<file path="src/rtl/pds_rx_buffer.sv">
// Receive buffer for port-driver packets: bytes are stored speculatively and committed
// only after a matching parity byte, then streamed out with start/end-of-packet flags.
module pds_rx_buffer #(
    parameter int DEPTH   = 64,
    parameter int MAX_LEN = 16
) (
    input  logic        clock,
    input  logic        reset,
    input  logic        in_valid,
    input  logic [7:0]  in_data,
    output logic        suspend,
    output logic        out_valid,
    input  logic        out_ready,
    output logic [7:0]  out_data,
    output logic        out_sop,
    output logic        out_eop,
    output logic [15:0] good_cnt,
    output logic [15:0] drop_cnt
);

    localparam int AW = $clog2(DEPTH);

    typedef logic [AW:0] ptr_t;

    localparam ptr_t       DEPTH_P   = ptr_t'(DEPTH);
    localparam ptr_t       MIN_FREE  = ptr_t'(MAX_LEN + 3);
    localparam logic [7:0] MAX_LEN_B = 8'(MAX_LEN);

    typedef enum logic [2:0] {
        IDLE,
        LEN,
        PAYLOAD,
        PARITY,
        DISCARD
    } rx_state_t;

    typedef enum logic [1:0] {
        TX_IDLE,
        TX_LEN,
        TX_PAYLOAD,
        TX_PARITY
    } tx_state_t;

    logic [7:0] mem [DEPTH];

    ptr_t       wr_ptr;
    ptr_t       commit_ptr;
    ptr_t       rd_ptr;
    rx_state_t  rx_state;
    tx_state_t  tx_state;
    logic [7:0] rx_rem;
    logic [7:0] rx_parity;
    logic [7:0] tx_rem;

    ptr_t       spec_occupancy;
    logic       spec_full;
    logic       mem_we;
    logic [7:0] rd_word;
    logic       load_out;

    function automatic logic [15:0] sat_inc(input logic [15:0] v);
        return (v == 16'hFFFF) ? v : v + 16'd1;
    endfunction

    assign spec_occupancy = wr_ptr - rd_ptr;
    assign spec_full      = (spec_occupancy == DEPTH_P);
    assign suspend        = (DEPTH_P - spec_occupancy) < MIN_FREE;
    assign mem_we         = in_valid && (rx_state != DISCARD) && !spec_full;
    assign rd_word        = mem[rd_ptr[AW-1:0]];
    assign load_out       = (!out_valid || out_ready) && (rd_ptr != commit_ptr);

    // Every accepted byte lands in the speculative region; only pointers decide whether it survives.
    always_ff @(posedge clock) begin
        if (mem_we) begin
            mem[wr_ptr[AW-1:0]] <= in_data;
        end
    end

    // Receive FSM: parses the packet, tracks parity and commits or rewinds the write pointer.
    always_ff @(posedge clock or posedge reset) begin
        if (reset) begin
            rx_state   <= IDLE;
            wr_ptr     <= '0;
            commit_ptr <= '0;
            rx_rem     <= '0;
            rx_parity  <= '0;
            good_cnt   <= '0;
            drop_cnt   <= '0;
        end else begin
            case (rx_state)
                IDLE: begin
                    if (in_valid) begin
                        if (spec_full) begin
                            drop_cnt <= sat_inc(drop_cnt);
                            rx_state <= DISCARD;
                        end else begin
                            wr_ptr    <= wr_ptr + ptr_t'(1);
                            rx_parity <= in_data;
                            rx_state  <= LEN;
                        end
                    end
                end
                LEN: begin
                    if (!in_valid) begin
                        wr_ptr   <= commit_ptr;
                        drop_cnt <= sat_inc(drop_cnt);
                        rx_state <= IDLE;
                    end else if (spec_full || in_data == 8'd0 || in_data > MAX_LEN_B) begin
                        wr_ptr   <= commit_ptr;
                        drop_cnt <= sat_inc(drop_cnt);
                        rx_state <= DISCARD;
                    end else begin
                        wr_ptr    <= wr_ptr + ptr_t'(1);
                        rx_parity <= rx_parity ^ in_data;
                        rx_rem    <= in_data;
                        rx_state  <= PAYLOAD;
                    end
                end
                PAYLOAD: begin
                    if (!in_valid) begin
                        wr_ptr   <= commit_ptr;
                        drop_cnt <= sat_inc(drop_cnt);
                        rx_state <= IDLE;
                    end else if (spec_full) begin
                        wr_ptr   <= commit_ptr;
                        drop_cnt <= sat_inc(drop_cnt);
                        rx_state <= DISCARD;
                    end else begin
                        wr_ptr    <= wr_ptr + ptr_t'(1);
                        rx_parity <= rx_parity ^ in_data;
                        rx_rem    <= rx_rem - 8'd1;
                        if (rx_rem == 8'd1) begin
                            rx_state <= PARITY;
                        end
                    end
                end
                PARITY: begin
                    if (!in_valid) begin
                        wr_ptr   <= commit_ptr;
                        drop_cnt <= sat_inc(drop_cnt);
                        rx_state <= IDLE;
                    end else if (spec_full) begin
                        wr_ptr   <= commit_ptr;
                        drop_cnt <= sat_inc(drop_cnt);
                        rx_state <= DISCARD;
                    end else if (in_data == rx_parity) begin
                        wr_ptr     <= wr_ptr + ptr_t'(1);
                        commit_ptr <= wr_ptr + ptr_t'(1);
                        good_cnt   <= sat_inc(good_cnt);
                        rx_state   <= IDLE;
                    end else begin
                        wr_ptr   <= commit_ptr;
                        drop_cnt <= sat_inc(drop_cnt);
                        rx_state <= IDLE;
                    end
                end
                DISCARD: begin
                    if (!in_valid) begin
                        rx_state <= IDLE;
                    end
                end
                default: begin
                    rx_state <= IDLE;
                end
            endcase
        end
    end

    // Output FSM: walks committed bytes, re-parsing the length to place the sop/eop flags.
    always_ff @(posedge clock or posedge reset) begin
        if (reset) begin
            tx_state  <= TX_IDLE;
            rd_ptr    <= '0;
            tx_rem    <= '0;
            out_valid <= 1'b0;
            out_data  <= 8'h00;
            out_sop   <= 1'b0;
            out_eop   <= 1'b0;
        end else if (load_out) begin
            out_valid <= 1'b1;
            out_data  <= rd_word;
            out_sop   <= (tx_state == TX_IDLE);
            out_eop   <= (tx_state == TX_PARITY);
            rd_ptr    <= rd_ptr + ptr_t'(1);
            case (tx_state)
                TX_IDLE: begin
                    tx_state <= TX_LEN;
                end
                TX_LEN: begin
                    tx_rem   <= rd_word;
                    tx_state <= TX_PAYLOAD;
                end
                TX_PAYLOAD: begin
                    tx_rem <= tx_rem - 8'd1;
                    if (tx_rem == 8'd1) begin
                        tx_state <= TX_PARITY;
                    end
                end
                TX_PARITY: begin
                    tx_state <= TX_IDLE;
                end
                default: begin
                    tx_state <= TX_IDLE;
                end
            endcase
        end else if (out_ready) begin
            out_valid <= 1'b0;
            out_sop   <= 1'b0;
            out_eop   <= 1'b0;
        end
    end

endmodule

</file>
<file path="config.mk">
export PLATFORM = sky130hd
export DESIGN_NAME = pds_rx_buffer
export DESIGN_NICKNAME = d
export VERILOG_FILES = /design/src/rtl/pds_rx_buffer.sv
export SDC_FILE = /design/constraint.sdc
export NUM_CORES = 1
export LEC_CHECK = 0
export CAP_MARGIN = 30
export CORE_AREA = 2 2 231 323
export CTS_CLUSTER_DIAMETER = 200
export DETAILED_ROUTE_END_ITERATION = 7
export DIE_AREA = 0 0 233 325
export PLACE_DENSITY = 0.47
export SLEW_MARGIN = 30
export SYNTH_ARGS = -nofsm -noshare
export SYNTH_HDL_FRONTEND = slang
export SYNTH_SLANG_ARGS = --single-unit
export TNS_END_PERCENT = 100
</file>
<file path="constraint.sdc">
create_clock -name clock -period 5.08 [get_ports clock]
set_input_delay 1.27 -clock clock [delete_from_list [all_inputs] [get_ports clock]]
set_output_delay 1.27 -clock clock [all_outputs]
set_load 0.05 [all_outputs]
</file>
==> out/qor.csv, run 1 <==
metric;value;unit
outcome;finished clean;
syn nets;1458;
Peak VDD IR;0.4360;mV
maximum clock frequency;209.2;MHz
NetSw;5.649;mW
fin crit period;4.779;ns
post-synthesis register bit count;605;
drt drc;0;
Min-Delay Path Class;flop to flop;
Tot GR Track Use;0.1784;
placed instance area;0.02735;sq mm
die span in y;325;um
Post-Route WL;66190;um
setup violators final;0;
CP Launch Type;flop;
Clock power frac;0.263;
number of global-route vias before repair;14196;
EDFF count, synth;512;
Worst Hold Depth;1;
largest fanout on the critical path;13;
RR Startpoint;wr_ptr[0]$_DFFE_PP0P_;
setup TNS;0;ns
grt ovf;0;
RSZ-0062 raised after global routing;no;
Cell variety after synth;72;
n_diodes;0;
DP HPWL;43330;um
total power;16.22;mW
first-pass GRT wire length;98530;um
WP data arrival;3.51;ns
register area share after synthesis;0.7006;
Final Hold Fails;0;
Area growth syn-to-layout;15.58;%
Layout Cells excl Fill;2561;
R2R Setup Slk;0.84;ns
clk sinks;605;
largest net degree at the start of global routing;133;
reg2reg path depth;12;
Cells after Synth;1426;
die area;0.07573;sq mm
number of CTS-inserted buffers;59;
Routability Congestion;0.8159;
worst path required time;3.81;ns
Gate power share;0.358;
CP endpoint kind;primary output;
commonest register cell after synthesis;edfxtp_1;
port bufs;55;
synth top area cells;edfxtp_1 61%, mux4_2 14%, dfrtp_1 9.2%;
CTS tree;yes;
Root Driver;clkbuf_16;
clock slew at reported path FFs;0.06;ns
Slew Limit Fails;0;
drt first-iter violations;1072;
Tcrit/Tclk final;0.9408;
most frequent cells in the layout;512 x edfxtp_1, 160 x mux4_2, 104 x nor2_1, 91 x dfrtp_1, 91 x buf_4;
IO Pins;56;
Routed Antenna Nets;0;
sw frac;0.3482;
clock latency on the worst-skew pair;0.63;ns
Worst Min Path Start;good_cnt[6]$_DFFE_PP0P_;
Max clock buf depth;3;
Yosys warning count;0;
PwrDens;555.6;mW/mm^2
reg2reg end;mem[48][4]$_DFFE_PP_;
syn_area_per_cell;17.72;sq um
Max Cap Violations;0;
P_int;10.58;mW
most common cell after layout, fill and taps aside;edfxtp_1;
relative slew slack;0.3814;
share of layout cells above drive strength 1;0.2393;
Finished Cell Area;0.02920;sq mm
starting density of the core;0.3473;
Core ar.;0.07276;sq mm
Reg power frac;0.379;
Avg Vias per Cell;5.289;
skew final;0.03195;ns
Least-Margin Pin Slew;0.9279;ns
layout filler cell count;6598;
hold path endpoint;good_cnt[6]$_DFFE_PP0P_;
LEAKAGE;9.769;nW
Placed Cells incl. Taps;2453;
kind of critical path;flop to primary output;
htree depth;2;
top-area cell type share of the netlist area;0.6085;
Core Rows;117;
layout net count;1594;
via count;13546;
Wirelength per Cell;25.85;um
asr flop ratio synth;0.1537;
TritonRoute pass-1 iters;5;
post-synthesis cell area;0.02527;sq mm
most area-hungry cell type in the Yosys netlist;edfxtp_1;
Die Wd;233;um
initial antenna violation count;2;
[registers in the layout, summed over array words and instances, names as in the netlist, 8 cells and up]
signal     cells
tx_rem         8
rx_rem         8
out_data       8
good_cnt      16
drop_cnt      16
rx_parity      8
mem          512
[cell families after synthesis]
family | count (synthesis) | share of synthesized area
AOI/OAI and AO/OA | 163 | 0.04268
and+or+nand+nor | 294 | 0.05605
adders and majority gates | 20 | 0.01020
muxes | 181 | 0.1516
buffers and inverters | 108 | 0.01981
xor gates and xnor gates | 55 | 0.01906
DFF | 605 | 0.7006
[Yosys cell counts, types with 9 or more instances]
master / n
or3_1: 10
nand4_1: 10
xor2_1: 34
ha_1: 19
a21oi_1: 35
buf_2: 13
nand3_1: 32
inv_1: 32
mux2_2: 11
dfrtp_1: 93
o21ai_0: 46
nand2_1: 60
clkbuf_1: 44
nor3_1: 29
xnor2_1: 21
nor2_1: 104
mux4_2: 160
edfxtp_1: 512
a22oi_1: 9
[repair_timing]
action	in CTS	in global routing
resized for setup	0	2
hold buffers	0	0
endpoints found under the setup margin	0	1
setup buffers	0	0
[worst max-delay path, cell delays in order (launching register included)]
cell and delay (ns):
dfrtp_1 0.49, inv_1 0.20, ha_1 0.21, inv_1 0.07, fa_1 0.41, a211oi_2 0.25, o21bai_1 0.12, a211oi_2 0.30
o21ai_1 0.09, buf_4 0.20, nor2_1 0.11, a21oi_1 0.05, o21ai_2 0.21, buf_12 0.17
[worst max-delay path by stage]
stage,from,endpoint,slack (ns),cells past startpoint
floorplan,rd_ptr[1]$_DFFE_PP0P_,suspend,0.15,14
global placement,rd_ptr[4]$_DFFE_PP0P_,suspend,0.85,11
detailed placement,wr_ptr[0]$_DFFE_PP0P_,suspend,0.81,13
CTS,wr_ptr[0]$_DFFE_PP0P_,suspend,0.12,13
global route,wr_ptr[0]$_DFFE_PP0P_,suspend,0.07,13
finish,wr_ptr[0]$_DFFE_PP0P_,suspend,0.30,13
[cell type report]
class / count / area, sq um / area share
multi-input combinational: 713 / 7084 / 0.2426
timing repair buffer: 148 / 1244 / 0.04259
clock buffer: 71 / 1521 / 0.05210
inverter: 35 / 136.4 / 0.004670
sequential: 605 / 17710 / 0.6064
tap: 952 / 1191 / 0.04079
clock inverter: 37 / 317.8 / 0.01088
[metal layers]
layer / up-vias / global-route usage / share of wire
met5: - / 0 / 0
met4: 0 / 0.05622 / 0.030
met1: 7194 / 0.2234 / 0.41
met2: 303 / 0.3198 / 0.53
li1: 5954 / - / -
met3: 95 / 0.02077 / 0.033
[through the flow]
step | worst slack, ns | hold slack, ns | utilization
2_1_floorplan | 0.1528 | 0.4609 | -
3_3_place_gp | 0.8514 | 0.4791 | 0.3758
3_5_place_dp | 0.8108 | 0.4871 | 0.3759
4_1_cts | 0.1186 | 0.5012 | 0.4011
5_1_grt | 0.07397 | 0.5140 | 0.4014
6_report | 0.3009 | 0.4946 | 0.4014
[power groups by stage]
stage | combinational, mW | sequential [mW] | clock [mW]
final | 5.82 | 6.15 | 4.26
after global routing | 6.26 | 6.19 | 4.55
after CTS | 5.92 | 6.15 | 4.38
after detailed placement | 5.90 | 6.25 | 0
after global placement | 5.90 | 6.24 | 0
after floorplan | 3.79 | 6.35 | 0
Power figures use the tool's default switching activity.
==> run 2: changes to the inputs <==
--- a/config.mk
+++ b/config.mk
@@ -6,11 +6,12 @@
 export NUM_CORES = 1
 export LEC_CHECK = 0
 export CAP_MARGIN = 30
-export CORE_AREA = 2 2 231 323
+export CORE_AREA = 2 2 173 242
 export CTS_CLUSTER_DIAMETER = 200
 export DETAILED_ROUTE_END_ITERATION = 7
-export DIE_AREA = 0 0 233 325
-export PLACE_DENSITY = 0.47
+export DIE_AREA = 0 0 175 244
+export DONT_BUFFER_PORTS = 1
+export PLACE_DENSITY = 0.75
 export SLEW_MARGIN = 30
 export SYNTH_ARGS = -nofsm -noshare
 export SYNTH_HDL_FRONTEND = slang
==> run 2 against run 1 <==
Net effect:
- maximum frequency increased by 3.3%
- register-to-register slack got worse by 0.29 ns
- count of clock-buffer cells in the layout decreased by 11
- sequential cell count unchanged
- clock skew decreased by 0.018 ns
- die area decreased by 44%
- critical path type unchanged
- critical endpoint unchanged
- largest cell class unchanged
==> out/qor.csv, run 2 (synthesized netlist as in run 1, its figures left out) <==
metric;value;unit
worst setup margin;0.4547;ns
most common cell after layout, fill and taps aside;edfxtp_1;
RSZ-0062 raised after global routing;no;
via count;13323;
outcome;finished clean;
Largest register FFs;512;
Min-Delay Path Class;flop to flop;
Least-Margin Pin Slew;0.8359;ns
fin crit period;4.625;ns
R2R Setup Slk;0.55;ns
Core ar.;0.04039;sq mm
clock latency on the worst-skew pair;0.59;ns
drt first-iter violations;1290;
n_diodes;0;
most frequent cells in the layout;512 x edfxtp_1, 160 x mux4_2, 103 x nor2_1, 91 x dfrtp_1, 60 x nand2_1;
fin util;0.6858;
Tot GR Track Use;0.2644;
port bufs;0;
total power;15.75;mW
CTS tree;yes;
die area;0.04270;sq mm
grt ovf;0;
share of layout cells above drive strength 1;0.2060;
Avg Vias per Cell;6.628;
Finished Cell Area;0.02770;sq mm
CP endpoint kind;primary output;
CTS resizes;0;
setup TNS;0;ns
largest fanout on the critical path;8;
clk sinks;605;
Slew Limit Fails;0;
initial antenna violation count;0;
Max Cap Violations;0;
IO Pins;56;
kind of critical path;flop to primary output;
Core Rows;87;
layout net count;1467;
setup bufs post-CTS;0;
skew final;0.01440;ns
largest net degree at the start of global routing;133;
number of CTS-inserted buffers;54;
maximum clock frequency;216.2;MHz
LEAKAGE;9.212;nW
WP data arrival;3.36;ns
PwrDens;568.8;mW/mm^2
Wirelength per Cell;27.30;um
starting density of the core;0.6257;
Max clock buf depth;3;
DP HPWL;33760;um
Root Driver;clkbuf_16;
Die Wd;175;um
Final Hold Fails;0;
CP Launch Type;flop;
Routed Antenna Nets;0;
Hold Buf Count CTS;0;
drt drc;0;
htree depth;2;
worst path required time;3.81;ns
clock slew at reported path FFs;0.07;ns
placed instance area;0.02580;sq mm
setup violators final;0;
Place WS;0.6029;ns
number of global-route vias before repair;13563;
Routability Congestion;0.8558;
Area growth syn-to-layout;9.611;%
TritonRoute pass-1 iters;7;
Post-Route WL;54880;um
relative slew slack;0.4407;
Tcrit/Tclk final;0.9105;
die span in y;244;um
layout filler cell count;2480;
first-pass GRT wire length;84060;um
Peak VDD IR;0.5070;mV
## run 2: path summary, 6_finish.rpt
kind / from / endpoint / cells past startpoint
max reg2reg: wr_ptr[0]$_DFFE_PP0P_ / mem[42][3]$_DFFE_PP_ / 11
min in group asynchronous: reset / good_cnt[8]$_DFFE_PP0P_ / 1
min reg2reg: rx_rem[6]$_DFFE_PP0P_ / rx_rem[6]$_DFFE_PP0P_ / 2
max: rd_ptr[5]$_DFFE_PP0P_ / suspend / 10
max in group asynchronous: reset / rx_rem[1]$_DFFE_PP0P_ / 2
min: rx_rem[6]$_DFFE_PP0P_ / rx_rem[6]$_DFFE_PP0P_ / 2
## run 2: area by class of cell
type                    instances  area (sq um)  share of cell area
flip-flops and latches        605         17710              0.6394
inverters                      35         133.9            0.004834
repair buffers                 26         224.0            0.008086
multi-input cells             713          7078              0.2556
clock buffers                  60          1395             0.05037
well taps                     534         668.1             0.02412
clock inverters                37         488.0             0.01762
## run 2: power by group
part	switching (mW)	internal, mW
Clock	1.80	2.54
Combinational	2.80	2.18
Sequential	0.665	5.77
## run 2: per-layer routing
metal  wire (um)  share of wire  vias to the layer above  track usage
met5           0              0                        -            0
met4        1866          0.034                        0      0.09069
met3        3789          0.069                       83      0.03840
met2       28550           0.52                      586       0.4591
met1       20670           0.38                     6957       0.3461
li1            -              -                     5697            -
## run 2: through the flow
step / instances / hold WS (ns)
after floorplan: 1426 / 0.4609
after global placement: 1913 / 0.4756
after detailed placement: 1913 / 0.4951
after CTS: 2010 / 0.5099
after global routing: 2010 / 0.5670
final: 2010 / 0.5096
## run 2: critical path, cell delays in order, from the launching register on
cell      delay, ns
dfrtp_1        0.51
clkinv_1       0.35
ha_1           0.47
nor3b_1        0.18
a311o_1        0.33
a311oi_2       0.26
o21ai_1        0.14
nor2_1         0.12
a21oi_1        0.05
o21ai_1        0.13
buf_4          0.21
